## src/rtl/vram_glyph_reader_if.sv

```systemverilog
// rtl/vram_glyph_reader_if.sv - VGA raster coordinates in, pixel and glyph selector out
interface vram_glyph_reader_if #(
  parameter int SEL_W = 4
);
  logic             Activo;
  logic [10:0]      Fila;
  logic [10:0]      Columna;
  logic             Pixel;
  logic             PixelValido;
  logic [SEL_W-1:0] Selector;

  modport master (
    output Activo, Fila, Columna,
    input  Pixel, PixelValido, Selector
  );

  modport slave (
    input  Activo, Fila, Columna,
    output Pixel, PixelValido, Selector
  );
endinterface

```

## src/rtl/vram_glyph_reader.sv

```systemverilog
// rtl/vram_glyph_reader.sv - scaled glyph-ROM pixel source with debounced/auto glyph select
// ROM_DATA bit ((g*GH + r)*GW + c) is glyph g, row r, column c (column 0 = leftmost).
module vram_glyph_reader #(
  parameter int   NUM_GLYPHS = 16,
  parameter int   GW         = 8,
  parameter int   GH         = 16,
  parameter int   ESC_LOG2   = 4,
  parameter int   X0         = 256,
  parameter int   Y0         = 112,
  parameter logic FONDO      = 1'b0,
  parameter int   DEB_CYCLES = 500000,
  parameter int   AUTO_TICKS = 25000000,
  parameter logic [NUM_GLYPHS*GH*GW-1:0] ROM_DATA = {(NUM_GLYPHS*GH*GW/2){2'b10}}
) (
  input  logic Reloj,
  input  logic Reset,
  input  logic Pulsador,
  input  logic Auto,
  vram_glyph_reader_if.slave vga
);
  localparam int SEL_W  = $clog2(NUM_GLYPHS);
  localparam int ROW_W  = $clog2(GH);
  localparam int COL_W  = $clog2(GW);
  localparam int ADDR_W = $clog2(NUM_GLYPHS*GH*GW);
  localparam int DEB_W  = $clog2(DEB_CYCLES + 1);
  localparam int AUTO_W = $clog2(AUTO_TICKS + 1);

  localparam logic [11:0] X0_12 = 12'(X0);
  localparam logic [11:0] Y0_12 = 12'(Y0);
  localparam logic [11:0] X1_12 = 12'(X0 + (GW << ESC_LOG2));
  localparam logic [11:0] Y1_12 = 12'(Y0 + (GH << ESC_LOG2));

  logic              sync1, sync2, accepted;
  logic [DEB_W-1:0]  deb_cnt;
  logic [AUTO_W-1:0] auto_cnt;
  logic [SEL_W-1:0]  pending, sel;
  logic              press, tick;

  // Press fires on the cycle the debouncer accepts a new low level.
  assign press = (sync2 != accepted) && (deb_cnt == DEB_W'(DEB_CYCLES - 1)) && !sync2;
  assign tick  = Auto && (auto_cnt == AUTO_W'(AUTO_TICKS - 1));

  always_ff @(posedge Reloj or posedge Reset) begin
    if (Reset) begin
      sync1    <= 1'b1;
      sync2    <= 1'b1;
      accepted <= 1'b1;
      deb_cnt  <= '0;
    end else begin
      sync1 <= Pulsador;
      sync2 <= sync1;
      if (sync2 == accepted) begin
        deb_cnt <= '0;
      end else if (deb_cnt == DEB_W'(DEB_CYCLES - 1)) begin
        accepted <= sync2;
        deb_cnt  <= '0;
      end else begin
        deb_cnt <= deb_cnt + DEB_W'(1);
      end
    end
  end

  always_ff @(posedge Reloj or posedge Reset) begin
    if (Reset) begin
      auto_cnt <= '0;
      pending  <= '0;
      sel      <= '0;
    end else begin
      if (!Auto || tick) auto_cnt <= '0;
      else               auto_cnt <= auto_cnt + AUTO_W'(1);
      if (press || tick)
        pending <= (pending == SEL_W'(NUM_GLYPHS - 1)) ? '0 : pending + SEL_W'(1);
      // Latch at frame start so a glyph change never tears mid-frame.
      if (vga.Fila == 11'd0 && vga.Columna == 11'd0)
        sel <= pending;
    end
  end

  logic [11:0]      fila12, col12;
  logic             inbox;
  logic [COL_W-1:0] dx_d1;
  logic [ROW_W-1:0] dy_d1;
  logic             act_d1, inbox_d1;
  logic             pix_q, valid_q;
  logic [ADDR_W-1:0] rom_addr;

  assign fila12 = {1'b0, vga.Fila};
  assign col12  = {1'b0, vga.Columna};
  assign inbox  = (col12 >= X0_12) && (col12 < X1_12) && (fila12 >= Y0_12) && (fila12 < Y1_12);
  assign rom_addr = ADDR_W'((int'(sel) * GH + int'(dy_d1)) * GW + int'(dx_d1));

  always_ff @(posedge Reloj or posedge Reset) begin
    if (Reset) begin
      dx_d1    <= '0;
      dy_d1    <= '0;
      act_d1   <= 1'b0;
      inbox_d1 <= 1'b0;
      pix_q    <= 1'b0;
      valid_q  <= 1'b0;
    end else begin
      // Only the glyph cell index survives; out-of-box offsets are masked by inbox_d1.
      dx_d1    <= COL_W'((col12 - X0_12) >> ESC_LOG2);
      dy_d1    <= ROW_W'((fila12 - Y0_12) >> ESC_LOG2);
      act_d1   <= vga.Activo;
      inbox_d1 <= inbox;
      pix_q    <= !act_d1 ? 1'b0 : (inbox_d1 ? ROM_DATA[rom_addr] : FONDO);
      valid_q  <= act_d1;
    end
  end

  assign vga.Pixel       = pix_q;
  assign vga.PixelValido = valid_q;
  assign vga.Selector    = sel;
endmodule

```

## src/flat_wrapper.sv

```systemverilog
// flat-port wrapper written by rule: the top's interface ports become plain ports
module vram_glyph_reader_flat 
#(
  parameter int   NUM_GLYPHS = 16,
  parameter int   GW         = 8,
  parameter int   GH         = 16,
  parameter int   ESC_LOG2   = 4,
  parameter int   X0         = 256,
  parameter int   Y0         = 112,
  parameter logic FONDO      = 1'b0,
  parameter int   DEB_CYCLES = 500000,
  parameter int   AUTO_TICKS = 25000000,
  parameter logic [NUM_GLYPHS*GH*GW-1:0] ROM_DATA = {(NUM_GLYPHS*GH*GW/2){2'b10}}
)
  (Reloj, Reset, Pulsador, Auto, vga_Activo, vga_Fila, vga_Columna, vga_Pixel, vga_PixelValido, vga_Selector);
  vram_glyph_reader_if #(.SEL_W(4)) vga_i ();
  input  logic Reloj;
  input  logic Reset;
  input  logic Pulsador;
  input  logic Auto;
  input wire logic [$bits(vga_i.Activo)-1:0] vga_Activo;
  input wire logic [$bits(vga_i.Fila)-1:0] vga_Fila;
  input wire logic [$bits(vga_i.Columna)-1:0] vga_Columna;
  output wire logic [$bits(vga_i.Pixel)-1:0] vga_Pixel;
  output wire logic [$bits(vga_i.PixelValido)-1:0] vga_PixelValido;
  output wire logic [$bits(vga_i.Selector)-1:0] vga_Selector;
  assign vga_i.Activo = vga_Activo;
  assign vga_i.Fila = vga_Fila;
  assign vga_i.Columna = vga_Columna;
  assign vga_Pixel = vga_i.Pixel;
  assign vga_PixelValido = vga_i.PixelValido;
  assign vga_Selector = vga_i.Selector;
  vram_glyph_reader #(.NUM_GLYPHS(NUM_GLYPHS), .GW(GW), .GH(GH), .ESC_LOG2(ESC_LOG2), .X0(X0), .Y0(Y0), .FONDO(FONDO), .DEB_CYCLES(DEB_CYCLES), .AUTO_TICKS(AUTO_TICKS), .ROM_DATA(ROM_DATA)) u_core (.Reloj(Reloj), .Reset(Reset), .Pulsador(Pulsador), .Auto(Auto), .vga(vga_i));
endmodule
```

## config.mk

```make
export PLATFORM = sky130hd
export DESIGN_NAME = vram_glyph_reader_flat
export DESIGN_NICKNAME = d
export VERILOG_FILES = /design/src/rtl/vram_glyph_reader_if.sv /design/src/rtl/vram_glyph_reader.sv /design/src/flat_wrapper.sv
export SDC_FILE = /design/constraint.sdc
export NUM_CORES = 1
export LEC_CHECK = 0
export BUFFER_PORTS_ARGS = -buffer_cell sky130_fd_sc_hd__buf_4
export CORE_ASPECT_RATIO = 1.2
export CORE_UTILIZATION = 58
export DETAILED_ROUTE_END_ITERATION = 6
export PLACE_DENSITY = 0.79
export REMOVE_ABC_BUFFERS = 1
export SETUP_SLACK_MARGIN = 0.3
export SYNTH_ARGS = -nofsm -noshare
export SYNTH_HDL_FRONTEND = slang
export SYNTH_SLANG_ARGS = --single-unit
```

## constraint.sdc

```tcl
create_clock -name Reloj -period 2.45 [get_ports Reloj]
set_input_delay 0.49 -clock Reloj [delete_from_list [all_inputs] [get_ports Reloj]]
set_output_delay 0.49 -clock Reloj [all_outputs]
set_load 0.05 [all_outputs]
```

# Yosys cells after proc, flatten, opt, wreduce, memory -nomap -nowiden
# Memory sizes are Yosys's and may differ from the RTL's.
# Index checks and enable logic that the tools add are counted.
dict set report totals {
  reg_bits 66
  rom_bits 2048
  inputBits 27
  elab_cells 53
  mem_count 1
}
dict set report classes {
  add_sub_neg 7
  magnitude_cmp 5
  n_eq_ne 5
  muxes 7
  bitwise 1
  reduce_logical 14
}
# memory depth width rd rd_clocked_by_memory_dff wr line_no
set memory_table {}
lappend memory_table {{(no name shown)} 2048 1 1 0 0 vram_glyph_reader.sv:106} ;# pix_q <= !act_d1 ? 1'b0 : (inbox_d1 ? ROM_DATA[rom_addr] : FONDO);
# operator n
set op_table {}
lappend op_table {{two-way mux 19 bit} 2}
lappend op_table {{adder 25 x 1 -> 25 bit (second input constant)} 1}
lappend op_table {{equality test 25 bit (second input constant)} 1}
lappend op_table {{two-way mux 25 bit} 1}
lappend op_table {{logical NOT 11 bit} 2}
lappend op_table {{< comparator 11 x 9 -> 1 bit (second input constant)} 2}
lappend op_table {{adder 19 x 1 -> 19 bit (second input constant)} 1}
lappend op_table {{equality test 19 bit (second input constant)} 1}
lappend op_table {{< comparator 11 x 12 -> 1 bit (second input constant)} 1}
lappend op_table {{adder 11 x 4 -> 11 bit} 1}
lappend op_table {{greater-or-equal comparator 11 x 7 -> 1 bit (second input constant)} 1}
lappend op_table {{greater-or-equal comparator 11 x 9 -> 1 bit (second input constant)} 1}
lappend op_table {{adder 8 x 4 -> 8 bit} 1}
lappend op_table {{subtractor 8 x 7 -> 8 bit (second input constant)} 1}
lappend op_table {{logical AND 1 bit} 7}
lappend op_table {{subtractor 7 x 1 -> 7 bit (second input constant)} 1}
lappend op_table {{adder 4 x 1 -> 4 bit (second input constant)} 1}
lappend op_table {{equality test 4 bit (second input constant)} 1}
lappend op_table {{two-way mux 4 bit} 1}
lappend op_table {{two-way mux 1 bit} 3}
lappend op_table {{logical NOT 1 bit} 2}
lappend op_table {{logical OR 1 bit} 2}
lappend op_table {{AND reduction 2 bit} 1}
lappend op_table {{equality test 1 bit} 1}
lappend op_table {{other kinds (2)} 2}

# Longest topological paths before layout
# Gate-level depths: netlist of run 1.
dict set report logic_depth {
  depth_word 6
  depth_mapped 8
}

# Worst setup path before layout of run 1
# OpenSTA, ideal clock, no wires.
dict set report synth_timing {
  path_kind {input port to flip-flop}
  from {in vga_Fila[10]}
  to {reg u_core.sel[0], in the netlist u_core.vga.Selector[0]}
  t_arrival_ns 1.688
  required_time_ns 2.325
  path_slack_ns 0.637
  cell_stages 5
  cell_sequence {or4_1 -> nor2_1 -> nand3_1 -> nor2_2 -> mux2_2}
}
dict set report synth_via {
  elab_chain_len 2
}
# item line_no
set synth_rtl {}
lappend synth_rtl {{start: declaration} flat_wrapper.sv:22} ;# input wire logic [$bits(vga_i.Fila)-1:0] vga_Fila;
lappend synth_rtl {{logical NOT 11 bit} vram_glyph_reader.sv:74} ;# if (vga.Fila == 11'd0 && vga.Columna == 11'd0)
lappend synth_rtl {{logical AND 1 bit} vram_glyph_reader.sv:74}
lappend synth_rtl {{end signal: assignment} vram_glyph_reader.sv:75} ;# sel <= pending;
lappend synth_rtl {{end: declaration} vram_glyph_reader.sv:36} ;# logic [SEL_W-1:0] pending, sel;
# No other way between the ends.
# A chain may end at the register's enable or synchronous reset.

# Final worst setup path of run 1
dict set report layout_timing {
  from {reg u_core.deb_cnt[0]}
  to {reg u_core.pending[0]}
}
dict set report layout_via {
  elab_chain_len 4
}
# item line_no
set layout_rtl {}
lappend layout_rtl {{start: declaration} vram_glyph_reader.sv:34} ;# logic [DEB_W-1:0] deb_cnt;
lappend layout_rtl {{start signal: assignment} vram_glyph_reader.sv:58} ;# deb_cnt <= deb_cnt + DEB_W'(1);
lappend layout_rtl {{equality test 19 bit} vram_glyph_reader.sv:40} ;# assign press = (sync2 != accepted) && (deb_cnt == DEB_W'(DEB_CYCLES - 1)) && !sync2;
lappend layout_rtl {{logical AND 1 bit (2 in series)} vram_glyph_reader.sv:40}
lappend layout_rtl {{logical OR 1 bit} vram_glyph_reader.sv:71} ;# if (press || tick)
lappend layout_rtl {{end signal: assignment} vram_glyph_reader.sv:72} ;# pending <= (pending == SEL_W'(NUM_GLYPHS - 1)) ? '0 : pending + SEL_W'(1);
lappend layout_rtl {{end: declaration} vram_glyph_reader.sv:36}
# No other way between the ends.

==> impl_metrics.csv, run 1 <==
group,metric,value,unit
detailed_routing,route.detailed.vias_per_inst,5.64,
pwr,powerDensity,584,mW/mm2
detailed_routing,drtIter0Drc,82,
synthesis,synthAdderAreaFrac,1.29,%
synthesis,synth.lib_cells_used.distinct,40,
cts,clock_sink_count,60,
die,die_x_extent,66.6,um
synthesis,synth_sequential_area_ratio,51.8,%
final_layout,area_growth_syn_to_layout,18.4,%
setup_path,timing.critical_path.arrival,2180,ps
setup_path,timing.critical_path.fanout_max,6,
die,placeableCoreArea,0.00470,mm2
cts,path_clk_slew,60,ps
die,initial_core_util,61.9,%
detailed_routing,drt-wirelength-per-cell,15.6,um
status,outcome,"complete, no violations",
setup_path,worst-endpoint-required,2680,ps
worst_hold_path,hp-class,"in -> reg",
setup_path,cp-start-kind,"register",
synthesis,async_flop_share,100,%
detailed_routing,antenna_left,0,
synthesis,netlist_instances,270,
cts,count_of_hold_fix_buffers_inserted_at_cts,0,
final_layout,nNetsFinal,346,
synthesis,synthesis.area_per_instance,10.8,um2
cts,cts.repair.resized,0,
detailed_routing,detail_route.wirelength,5900,um
die,die_area,0.00530,mm2
global_routing,grt_antenna_before_repair,0,
synthesis,synth_area_leaders,"dfrtp_1, xor2_1, nor2_1",
cts,ctsHtreeMaxLevel,3,
timing,relSlewSlack,47.1,%
cts,clock_tree.root_cell,"clkbuf_8",
cts,clock_path_buffers,2,
global_routing,grt_pass1_wl,9740,um
detailed_routing,drc,0,
global_routing,first_global_vias,2172,
timing,totalNegativeSetupSlack,0,ps
synthesis,post_synth_mux_area_share,2.71,%
pwr,fin_total_pwr,0.00201,W
synthesis,synth_area,0.00291,mm2
die,floorplan.rows,27,
global_routing,grt.total_usage,25.2,%
placed_design,dpl.hpwl,4180,um
synthesis,synth_top_family_by_area,"simple AND/OR/NAND/NOR gates",
synthesis,ys_dominant_reg_cell,"dfrtp_1",
cts,cts_made_buffers,9,
timing,worst_hold_slack,260,ps
synthesis,number_of_enable_type_register_cells_in_the_synthesized_netlist,0,
die,die-height,79.5,um
placed_design,gp_congestion,0.804,
final_layout,layout.area.seq,0.00151,mm2
global_routing,pin_count_of_the_biggest_net_entering_global_routing,40,
run,maxCapViolCount,0,
final_layout,nFillCells,324,
timing,fin_crit_sh,79.7,%
synthesis,synthesis.yosys.warnings,0,
setup_path,crit_path_end_kind,"register",
timing,timing.fmax,512,MHz
pwr,leakage,1.57,nW
timing,final_max_slew_viol_count,0,
timing,min_period,1950,ps
timing,finalSetupViolCount,0,
final_layout,multi_input_area,0.00135,mm2
final_layout,insertedDiodeCount,0,
synthesis,ys_seq_elements,60,
detailed_routing,num_vias,2136,
pwr,power.ir.vdd_worst,0.000429,V
synthesis,synth.largest_area_cell,"dfrtp_1",
final_layout,layout_common_cells,"dfrtp_1, nor2_1, buf_4",
timing,rsz_0062_raised_after_global_routing,"no",
timing,fin_worst_skew,6.99,ps
synthesis,synth-compound-area-share,3.01,%
cts,clkLatencyLatePin,340,ps
timing,worstMarginPinSlew,793,ps
die,boundaryPins,33,
global_routing,grt_overflow,0,
synthesis,synthDominantCellAreaShare,49.1,%
synthesis,yosys.area_share.xor_xnor,12.7,%
cts,tritoncts,"yes",
final_layout,final_common_cell,"dfrtp_1",
setup_path,crit_type,"reg -> reg",
final_layout,drive_gt1_share,23.1,%
placed_design,buffer_ports.inserted,32,
detailed_routing,first_pass_iters,4,
cts,number_of_buffers_added_for_setup_after_cts,0,
timing,hold_violations,0,
synthesis,synth-simple-area-share,26.7,%
[layout make-up]
| class | count | share of cell area, % |
|---|---|---|
| Timing Repair Buffer | 40 | 8.72 |
| Inverter | 5 | 0.545 |
| Sequential cell | 60 | 43.7 |
| Tap cell | 58 | 2.11 |
| Clock inverter | 2 | 1.02 |
| Clock buffer | 14 | 4.73 |
| Multi-Input combinational cell | 200 | 39.1 |
[worst max-delay path: stages (launching register included)]
cell	delay [ps]
dfrtp_1	420
ha_1	260
nor4bb_1	240
nand3_1	180
o32ai_4	370
mux2_2	370
[cells by family (layout without fill, tap and decap cells)]
logic type / Yosys count / count (layout)
xor gates and xnor gates: 42 / 42
buffers and inverters: 10 / 61
adders and majority gates: 3 / 3
muxes: 7 / 7
DFF: 60 / 60
and+or+nand+nor: 140 / 140
AOI/OAI and AO/OA: 8 / 8
[final timing paths]
check	endpoint	start	slack (ps)	depth (start not counted)
max	u_core.pending[0]	u_core.deb_cnt[0]	500	5
min	u_core.act_d1	vga_Activo	260	1
max reg2reg	u_core.pending[0]	u_core.deb_cnt[0]	500	5
min reg2reg	u_core.sync2	u_core.sync1	350	0
max in group asynchronous	u_core.auto_cnt[14]	Reset	1500	3
min in group asynchronous	u_core.vga.Selector[3]	Reset	310	2
[stage by stage]
stage / instances / setup WS, ps / util, % / instance area, um2
after floorplan: 265 / 480 / - / 2870
after global placement: 363 / 451 / 69.1 / 3240
after detailed placement: 363 / 459 / 69.1 / 3240
after CTS: 379 / 484 / 73.3 / 3440
after global routing: 379 / 322 / 73.3 / 3440
final: 379 / 498 / 73.3 / 3440
[synthesized netlist by cell type, types with 4 or more instances]
cell type and n:
and3_1 10, xor2_1 24, and4_1 7, nand3_1 23
nand2_1 9, and2_1 5, nor2_1 50, inv_1 5
xnor2_1 18, buf_4 4, nand4_1 11, mux2_2 7
nor4_1 4, dfrtp_1 57, nor3_1 4
[power breakdown]
| part | leakage (nW) | switching, W | internal, W |
|---|---|---|---|
| registers | 0.811 | 0.0000118 | 0.00100 |
| logic | 0.655 | 0.0000548 | 0.0000481 |
| clock network | 0.101 | 0.000367 | 0.000525 |
[layer usage]
metal  GRT usage (%)  vias to the layer above  routed length [um]
met5               0                        -                   0
met4            13.8                        0                 155
met3            4.43                       12                 118
met2            44.6                       27                3160
met1            27.7                     1064                2460
li1                -                     1033                   -
[registers in the layout, indices dropped and copies added, names as in the netlist]
register and cells:
u_core.accepted 1, u_core.act_d1 1, u_core.auto_cnt 25, u_core.deb_cnt 19, u_core.dx_d1 1, u_core.inbox_d1 1, u_core.pending 4, u_core.sync1 1
u_core.sync2 1, u_core.vga.Pixel 1, u_core.vga.PixelValido 1, u_core.vga.Selector 4
Note: power is estimated with default switching activity, not from simulation.
==> run 2: changes to the inputs <==
--- a/config.mk
+++ b/config.mk
@@ -5,11 +5,12 @@
 export SDC_FILE = /design/constraint.sdc
 export NUM_CORES = 1
 export LEC_CHECK = 0
+export ABC_AREA = 1
 export BUFFER_PORTS_ARGS = -buffer_cell sky130_fd_sc_hd__buf_4
 export CORE_ASPECT_RATIO = 1.2
-export CORE_UTILIZATION = 58
+export CORE_UTILIZATION = 59
 export DETAILED_ROUTE_END_ITERATION = 6
-export PLACE_DENSITY = 0.79
+export PLACE_DENSITY = 0.8
 export REMOVE_ABC_BUFFERS = 1
 export SETUP_SLACK_MARGIN = 0.3
 export SYNTH_ARGS = -nofsm -noshare
==> constraint.sdc (replaced) <==
create_clock -name Reloj -period 1.8 [get_ports Reloj]
set_input_delay 0.36 -clock Reloj [delete_from_list [all_inputs] [get_ports Reloj]]
set_output_delay 0.36 -clock Reloj [all_outputs]
set_load 0.05 [all_outputs]
==> run 2 against run 1 <==
Effect of this change: the run now ends with DRC left; non-clock buffer count up 8; sequential power up 35%; clock skew increased by 4.4 ps; critical endpoint is now u_core.auto_cnt[13]; first-iteration DRC count rose to 3.2 times the previous value; critical path depth rose by 3; highest routed layer unchanged.
==> impl_metrics.csv, run 2 <==
group,metric,value,unit
cts,tritoncts,"yes",
global_routing,grt_antenna_before_repair,0,
cts,path_clk_slew,80,ps
global_routing,grt_pass1_wl,13600,um
pwr,power.internal,0.00224,W
synthesis,library_cell_with_the_highest_instance_count_after_synthesis,"nand2_1",
pwr,power.share.clock,46.6,%
final_layout,nFillCells,362,
timing,min_period,1540,ps
detailed_routing,detail_route.wirelength,8600,um
setup_path,timing.critical_path.slowest_stage_cell,"dfrtp_1",
synthesis,ys_seq_elements,60,
final_layout,reg_top3,"u_core.auto_cnt x25, u_core.deb_cnt x19",
detailed_routing,drt-wirelength-per-cell,14.9,um
synthesis,synth_area,0.00334,mm2
setup_path,critPathTopFamily,"simple AND/OR/NAND/NOR gates",
global_routing,first_global_vias,3173,
cts,clock_sink_count,60,
die,die_x_extent,70.7,um
cts,ctsHtreeMaxLevel,3,
pwr,combPwrFrac,6.3,%
die,floorplan.rows,29,
synthesis,number_of_enable_type_register_cells_in_the_synthesized_netlist,0,
pwr,fin_total_pwr,0.00293,W
final_layout,largest_reg_flops,25,
synthesis,synthesis.area_per_instance,7.40,um2
die,die_area,0.00597,mm2
setup_path,crit_path_end_kind,"register",
timing,hold_violations,0,
final_layout,nNetsFinal,541,
setup_path,critical_path_buf_inv_count,0,
detailed_routing,drtIter0Drc,264,
worst_hold_path,hp-class,"in -> reg",
detailed_routing,num_vias,3224,
pwr,fraction_of_power_spent_switching_nets,23.7,%
timing,rsz_0062_raised_after_global_routing,"yes",
detailed_routing,first_pass_iters,7,
placed_design,gp_congestion,1.01,
detailed_routing,drc,5,
final_layout,area_growth_syn_to_layout,26.2,%
status,violations,"DRC",
timing,final_max_slew_viol_count,0,
synthesis,async_flop_share,100,%
pwr,power.ir.vdd_worst,0.000553,V
placed_design,dpl.hpwl,5420,um
timing,fin_worst_skew,11.4,ps
final_layout,post-route-util,78.5,%
cts,clock_path_buffers,2,
die,boundaryPins,33,
setup_path,cpPeakStageDelay,400,ps
status,outcome,"complete, but fails checks",
setup_path,cp-start-kind,"register",
final_layout,top_register,"u_core.auto_cnt",
synthesis,synthesis.yosys.warnings,0,
setup_path,timing.critical_path.arrival,1770,ps
setup_path,worst-endpoint-required,2030,ps
cts,cts_made_buffers,9,
final_layout,layout_common_cells,"nand2_1, nor2_1, dfrtp_1",
synthesis,commonest_cells_in_the_netlist,"nand2_1, nor2_1, dfrtp_1, inv_1, nand3_1",
cts,clkLatencyLatePin,350,ps
setup_path,timing.critical_path.cells,"ha_2, nand2_4, nor2_4, nand3_2, nor2_4, nand2_8, nand2_8, nor3_2",
pwr,powerDensity,696,mW/mm2
final_layout,drive_gt1_share,25.2,%
synthesis,synth_area_leaders,"dfrtp_1, nand2_1, nor2_1",
detailed_routing,route.detailed.vias_per_inst,5.58,
die,initial_core_util,62.2,%
detailed_routing,antenna_left,0,
synthesis,synthDominantCellAreaShare,42.7,%
synthesis,synth.largest_area_cell,"dfrtp_1",
timing,relSlewSlack,76.7,%
run,maxCapViolCount,0,
final_layout,insertedDiodeCount,0,
global_routing,pin_count_of_the_biggest_net_entering_global_routing,36,
global_routing,grt_overflow,0,
synthesis,synth_sequential_area_ratio,45.1,%
timing,fin_crit_sh,85.5,%
synthesis,ys_dominant_reg_cell,"dfrtp_1",
global_routing,grt.total_usage,29.5,%
synthesis,synth.lib_cells_used.distinct,30,
pwr,leakage,1.75,nW
timing,finalSetupViolCount,0,
placed_design,buffer_ports.inserted,32,
timing,timing.fmax,650,MHz
die,die-height,84.4,um
cts,clock_tree.root_cell,"clkbuf_8",
pwr,seq_power_share,47.1,%
final_layout,final_common_cell,"nand2_1",
setup_path,timing.critical_path.fanout_max,6,
timing,worstMarginPinSlew,349,ps
synthesis,netlist_instances,451,
die,placeableCoreArea,0.00537,mm2
pwr,power.net_switching,0.000696,W
setup_path,crit_type,"reg -> reg",
-- run 2: cell count changes after synthesis, moves of 10 or more --
cell	before	now
xnor2_1	18	6
inv_1	5	46
nor2_1	50	111
nand2_1	9	115
xor2_1	24	14
-- run 2: cell type report --
cell class	instances	area (um2)	share of cell area, %
Timing Repair Buffer	48	375	8.90
Inverter	46	173	4.10
Tap cell	62	77.6	1.84
Sequential cell	60	1510	35.8
Clock buffer	9	124	2.94
Clock inverter	7	100	2.37
Multi-Input combinational cell	346	1860	44.1
-- run 2: path summary, 6_finish.rpt --
kind,cells after the start,end,slack (ps),startpoint
worst min register to register,0,u_core.sync2,360,u_core.sync1
worst max-delay path,8,u_core.auto_cnt[13],260,u_core.auto_cnt[1]
min in group asynchronous,3,u_core.vga.Selector[1],540,Reset
max in group asynchronous,4,u_core.auto_cnt[2],750,Reset
worst max register to register,8,u_core.auto_cnt[13],260,u_core.auto_cnt[1]
worst min-delay path,1,u_core.sync1,120,Pulsador
-- run 2: layer usage --
metal | track usage, % | wire, um | vias up
li1 | - | - | 1539
met1 | 31.5 | 3230 | 1494
met2 | 52.0 | 4440 | 152
met3 | 5.40 | 469 | 39
met4 | 20.5 | 456 | 0
met5 | 0 | 0 | -
-- run 2: power groups by stage --
| stage | Sequential, W | Clock (W) | Combinational [W] |
|---|---|---|---|
| after detailed placement | 0.00141 | 0 | 0.000147 |
| after global placement | 0.00141 | 0 | 0.000144 |
| after floorplan | 0.00141 | 0 | 0.0000683 |
| after CTS | 0.00138 | 0.00138 | 0.000166 |
| after global routing | 0.00138 | 0.00144 | 0.000206 |
| final | 0.00138 | 0.00137 | 0.000184 |
-- run 2: stage by stage --
| stage | hold WS [ps] | instances | instance area [um2] | setup slack, ps | TNS (ps) |
|---|---|---|---|---|---|
| 3_5_place_dp | 349 | 549 | 3680 | 103 | 0 |
| 4_1_cts | 108 | 574 | 4030 | 303 | 0 |
| 6_report | 117 | 578 | 4220 | 261 | 0 |
| 3_3_place_gp | 346 | 549 | 3680 | 183 | 0 |
| 5_1_grt | 100 | 578 | 4220 | 192 | 0 |
| 2_1_floorplan | 345 | 449 | 3300 | -39.7 | -2260 |
-- run 2: cells by family (layout without fill, tap and decap cells) --
family                   after synthesis  in the layout  share of synthesized area, %
flip-flops                            60             60                          45.1
adder cells (fa/ha/maj)                3              3                          1.12
AND/OR/NAND/NOR                      300            303                          38.8
buffers and inverters                 48            110                          6.22
XOR/XNOR                              21             21                          5.73
AO/OA/AOI/OAI                         19             19                          3.07
-- run 2: what timing repair did --
action                                  4_1_cts  5_1_grt
cloned                                        2        1
buffers inserted                              6        3
gates resized for setup                      10       43
hold buffers                                  1        0
hold endpoints to repair                     12        0
pin swaps                                     4       15
endpoints found under the setup margin       39       42
==> run 3: changes to the inputs <==
--- a/config.mk
+++ b/config.mk
@@ -10,7 +10,7 @@
 export CORE_ASPECT_RATIO = 1.2
 export CORE_UTILIZATION = 59
 export DETAILED_ROUTE_END_ITERATION = 6
-export PLACE_DENSITY = 0.8
+export PLACE_DENSITY = 0.88
 export REMOVE_ABC_BUFFERS = 1
 export SETUP_SLACK_MARGIN = 0.3
 export SYNTH_ARGS = -nofsm -noshare
==> run 3 against run 2 <==
Effect of this change: the run still ends with DRC left; clock power is 21% lower; cell area is 1.4% lower; global-route usage is 1.4 points higher; combinational power is 7% higher; cell count is 0.87% lower; die area stayed put; sequential cell count stayed put; core utilization is 1.1 points lower; maximum frequency is 9.5% lower; critical path type unchanged; largest cell class unchanged; largest power group unchanged.
==> impl_metrics.csv, run 3 (synthesized netlist as in run 2, its figures left out) <==
group,metric,value,unit
setup_path,timing.critical_path.cells,"nand2_1, nor2_1, nand2_1, nor2_1, nand2_1, nand2_1, nand2_1, nor2_2",
final_layout,layout.area.seq,0.00151,mm2
detailed_routing,drtIter0Drc,296,
setup_path,worst_path_most_repeated_cell,"nand2_1",
die,die-height,84.4,um
setup_path,cpPeakStageDelay,460,ps
die,die_area,0.00597,mm2
final_layout,nFillCells,325,
detailed_routing,drc,6,
global_routing,grt.total_usage,30.8,%
timing,worstMarginPinSlew,363,ps
setup_path,timing.critical_path.slowest_stage_cell,"dfrtp_1",
final_layout,multi_input_area,0.00189,mm2
cts,clkLatencyLatePin,350,ps
setup_path,critPathTopFamily,"simple AND/OR/NAND/NOR gates",
timing,min_period,1700,ps
pwr,powerDensity,640,mW/mm2
detailed_routing,drt-wirelength-per-cell,15.9,um
pwr,fin_total_pwr,0.00266,W
pwr,power.ir.vdd_worst,0.000509,V
timing,rsz_0062_raised_after_global_routing,"yes",
setup_path,timing.critical_path.arrival,1980,ps
setup_path,critical_path_buf_inv_count,0,
status,violations,"DRC",
pwr,leakage,1.70,nW
cts,path_clk_slew,60,ps
timing,fin_crit_sh,94.5,%
cts,clock_sink_count,60,
die,initial_core_util,62.2,%
worst_hold_path,worstHoldPathCells,1,
setup_path,timing.critical_path.fanout_max,4,
placed_design,dpl.hpwl,5380,um
final_layout,layout_common_cells,"nand2_1, nor2_1, dfrtp_1",
global_routing,grt_pass1_wl,14100,um
final_layout,post-route-util,77.4,%
setup_path,worstRegToRegCells,8,
setup_path,crit_path_end_kind,"register",
final_layout,insertedDiodeCount,0,
detailed_routing,first_pass_iters,7,
timing,fin_worst_skew,14.2,ps
final_layout,nNetsFinal,537,
timing,relSlewSlack,75.7,%
timing,final_max_slew_viol_count,0,
final_layout,largest_reg_flops,25,
worst_hold_path,hp-class,"in -> reg",
global_routing,first_global_vias,3298,
final_layout,reg_top3,"u_core.auto_cnt x25, u_core.deb_cnt x19",
global_routing,pin_count_of_the_biggest_net_entering_global_routing,51,
timing,finalSetupViolCount,0,
placed_design,gp_congestion,0.948,
detailed_routing,num_vias,3307,
placed_design,buffer_ports.inserted,32,
detailed_routing,route.detailed.vias_per_inst,5.77,
die,floorplan.rows,29,
cts,tritoncts,"yes",
status,outcome,"complete, but fails checks",
setup_path,stages_on_the_worst_setup_path,8,
timing,layout_setup_ws,98.8,ps
die,die_x_extent,70.7,um
timing,timing.fmax,588,MHz
final_layout,top_register,"u_core.auto_cnt",
final_layout,drive_gt1_share,23.1,%
run,maxCapViolCount,0,
global_routing,grt_overflow,0,
detailed_routing,detail_route.wirelength,9120,um
timing,hold_violations,0,
setup_path,crit_type,"reg -> reg",
detailed_routing,antenna_left,0,
final_layout,final_design_area_no_fill,0.00416,mm2
cts,clock_path_buffers,2,
setup_path,cp-start-kind,"register",
cts,clock_tree.root_cell,"clkbuf_8",
final_layout,area_growth_syn_to_layout,24.5,%
die,placeableCoreArea,0.00537,mm2
placed_design,placedInstanceArea,0.00366,mm2
cts,ctsHtreeMaxLevel,3,
setup_path,worst-endpoint-required,2080,ps
cts,cts_made_buffers,9,
global_routing,grt_antenna_before_repair,0,
die,boundaryPins,33,
final_layout,final_common_cell,"nand2_1",
placed_design,pre_cts_ws,120,ps
[run 3: changes by cell type in the layout (fill, tap and decap cells not counted), moves of 2 or more]
cell,before,now
buf_4,46,42
nor2_4,6,10
bufinv_16,2,0
nand2_1,109,112
nand2_2,6,3
nor2_2,21,15
nor2_1,93,95
clkinv_4,3,1
[run 3: final timing paths]
check	from	end	slack (ps)
setup / recovery	u_core.auto_cnt[7]	u_core.auto_cnt[20]	100
hold / removal	Pulsador	u_core.sync1	120
setup reg to reg	u_core.auto_cnt[7]	u_core.auto_cnt[20]	100
hold reg to reg	u_core.sync1	u_core.sync2	360
max in group asynchronous	Reset	u_core.sync1	700
min in group asynchronous	Reset	u_core.deb_cnt[12]	500
[run 3: final cells by class]
class / count / area share (%)
multi-input combinational: 346 / 45.4
sequential: 60 / 36.2
timing repair buffer: 44 / 8.31
inverter: 46 / 4.15
clock buffer: 11 / 3.40
tap: 62 / 1.87
clock inverter: 4 / 0.632
[run 3: timing repair]
action | in CTS | in global routing
pin swaps | 6 | 17
cloned | 3 | 0
hold buffers | 1 | 0
setup endpoints to repair | 38 | 42
gates resized for setup | 13 | 41
setup buffers | 6 | 2
endpoints found under the hold margin | 10 | 0
[run 3: layer usage]
metal / track usage [%] / share of wire (%) / routed length, um / up-vias
met5: 0 / 0 / 0 / -
met4: 20.2 / 4.9 / 447 / 0
met3: 5.88 / 7.2 / 657 / 55
met2: 53.9 / 52 / 4740 / 192
met1: 33.9 / 36 / 3280 / 1535
li1: - / - / - / 1525
[run 3: per-stage QoR]
stage               setup TNS, ps  cells  hold slack (ps)
floorplan                   -2260    449              345
global placement                0    546              317
detailed placement              0    546              316
CTS                             0    571              102
global route                    0    573              107
finish                          0    573              119
[run 3: where the power goes]
group	switching, W	internal, W
logic	0.000107	0.0000885
clock network	0.000550	0.000527
registers	0.0000193	0.00137
total	0.000676	0.00198
[run 3: worst register-to-register path: stages, from the launching register on]
cell and delay, ps:
dfrtp_1 460, nand2_1 150, nor2_1 230, nand2_1 120, nor2_1 320, nand2_1 110
nand2_1 100, nand2_1 70, nor2_2 80
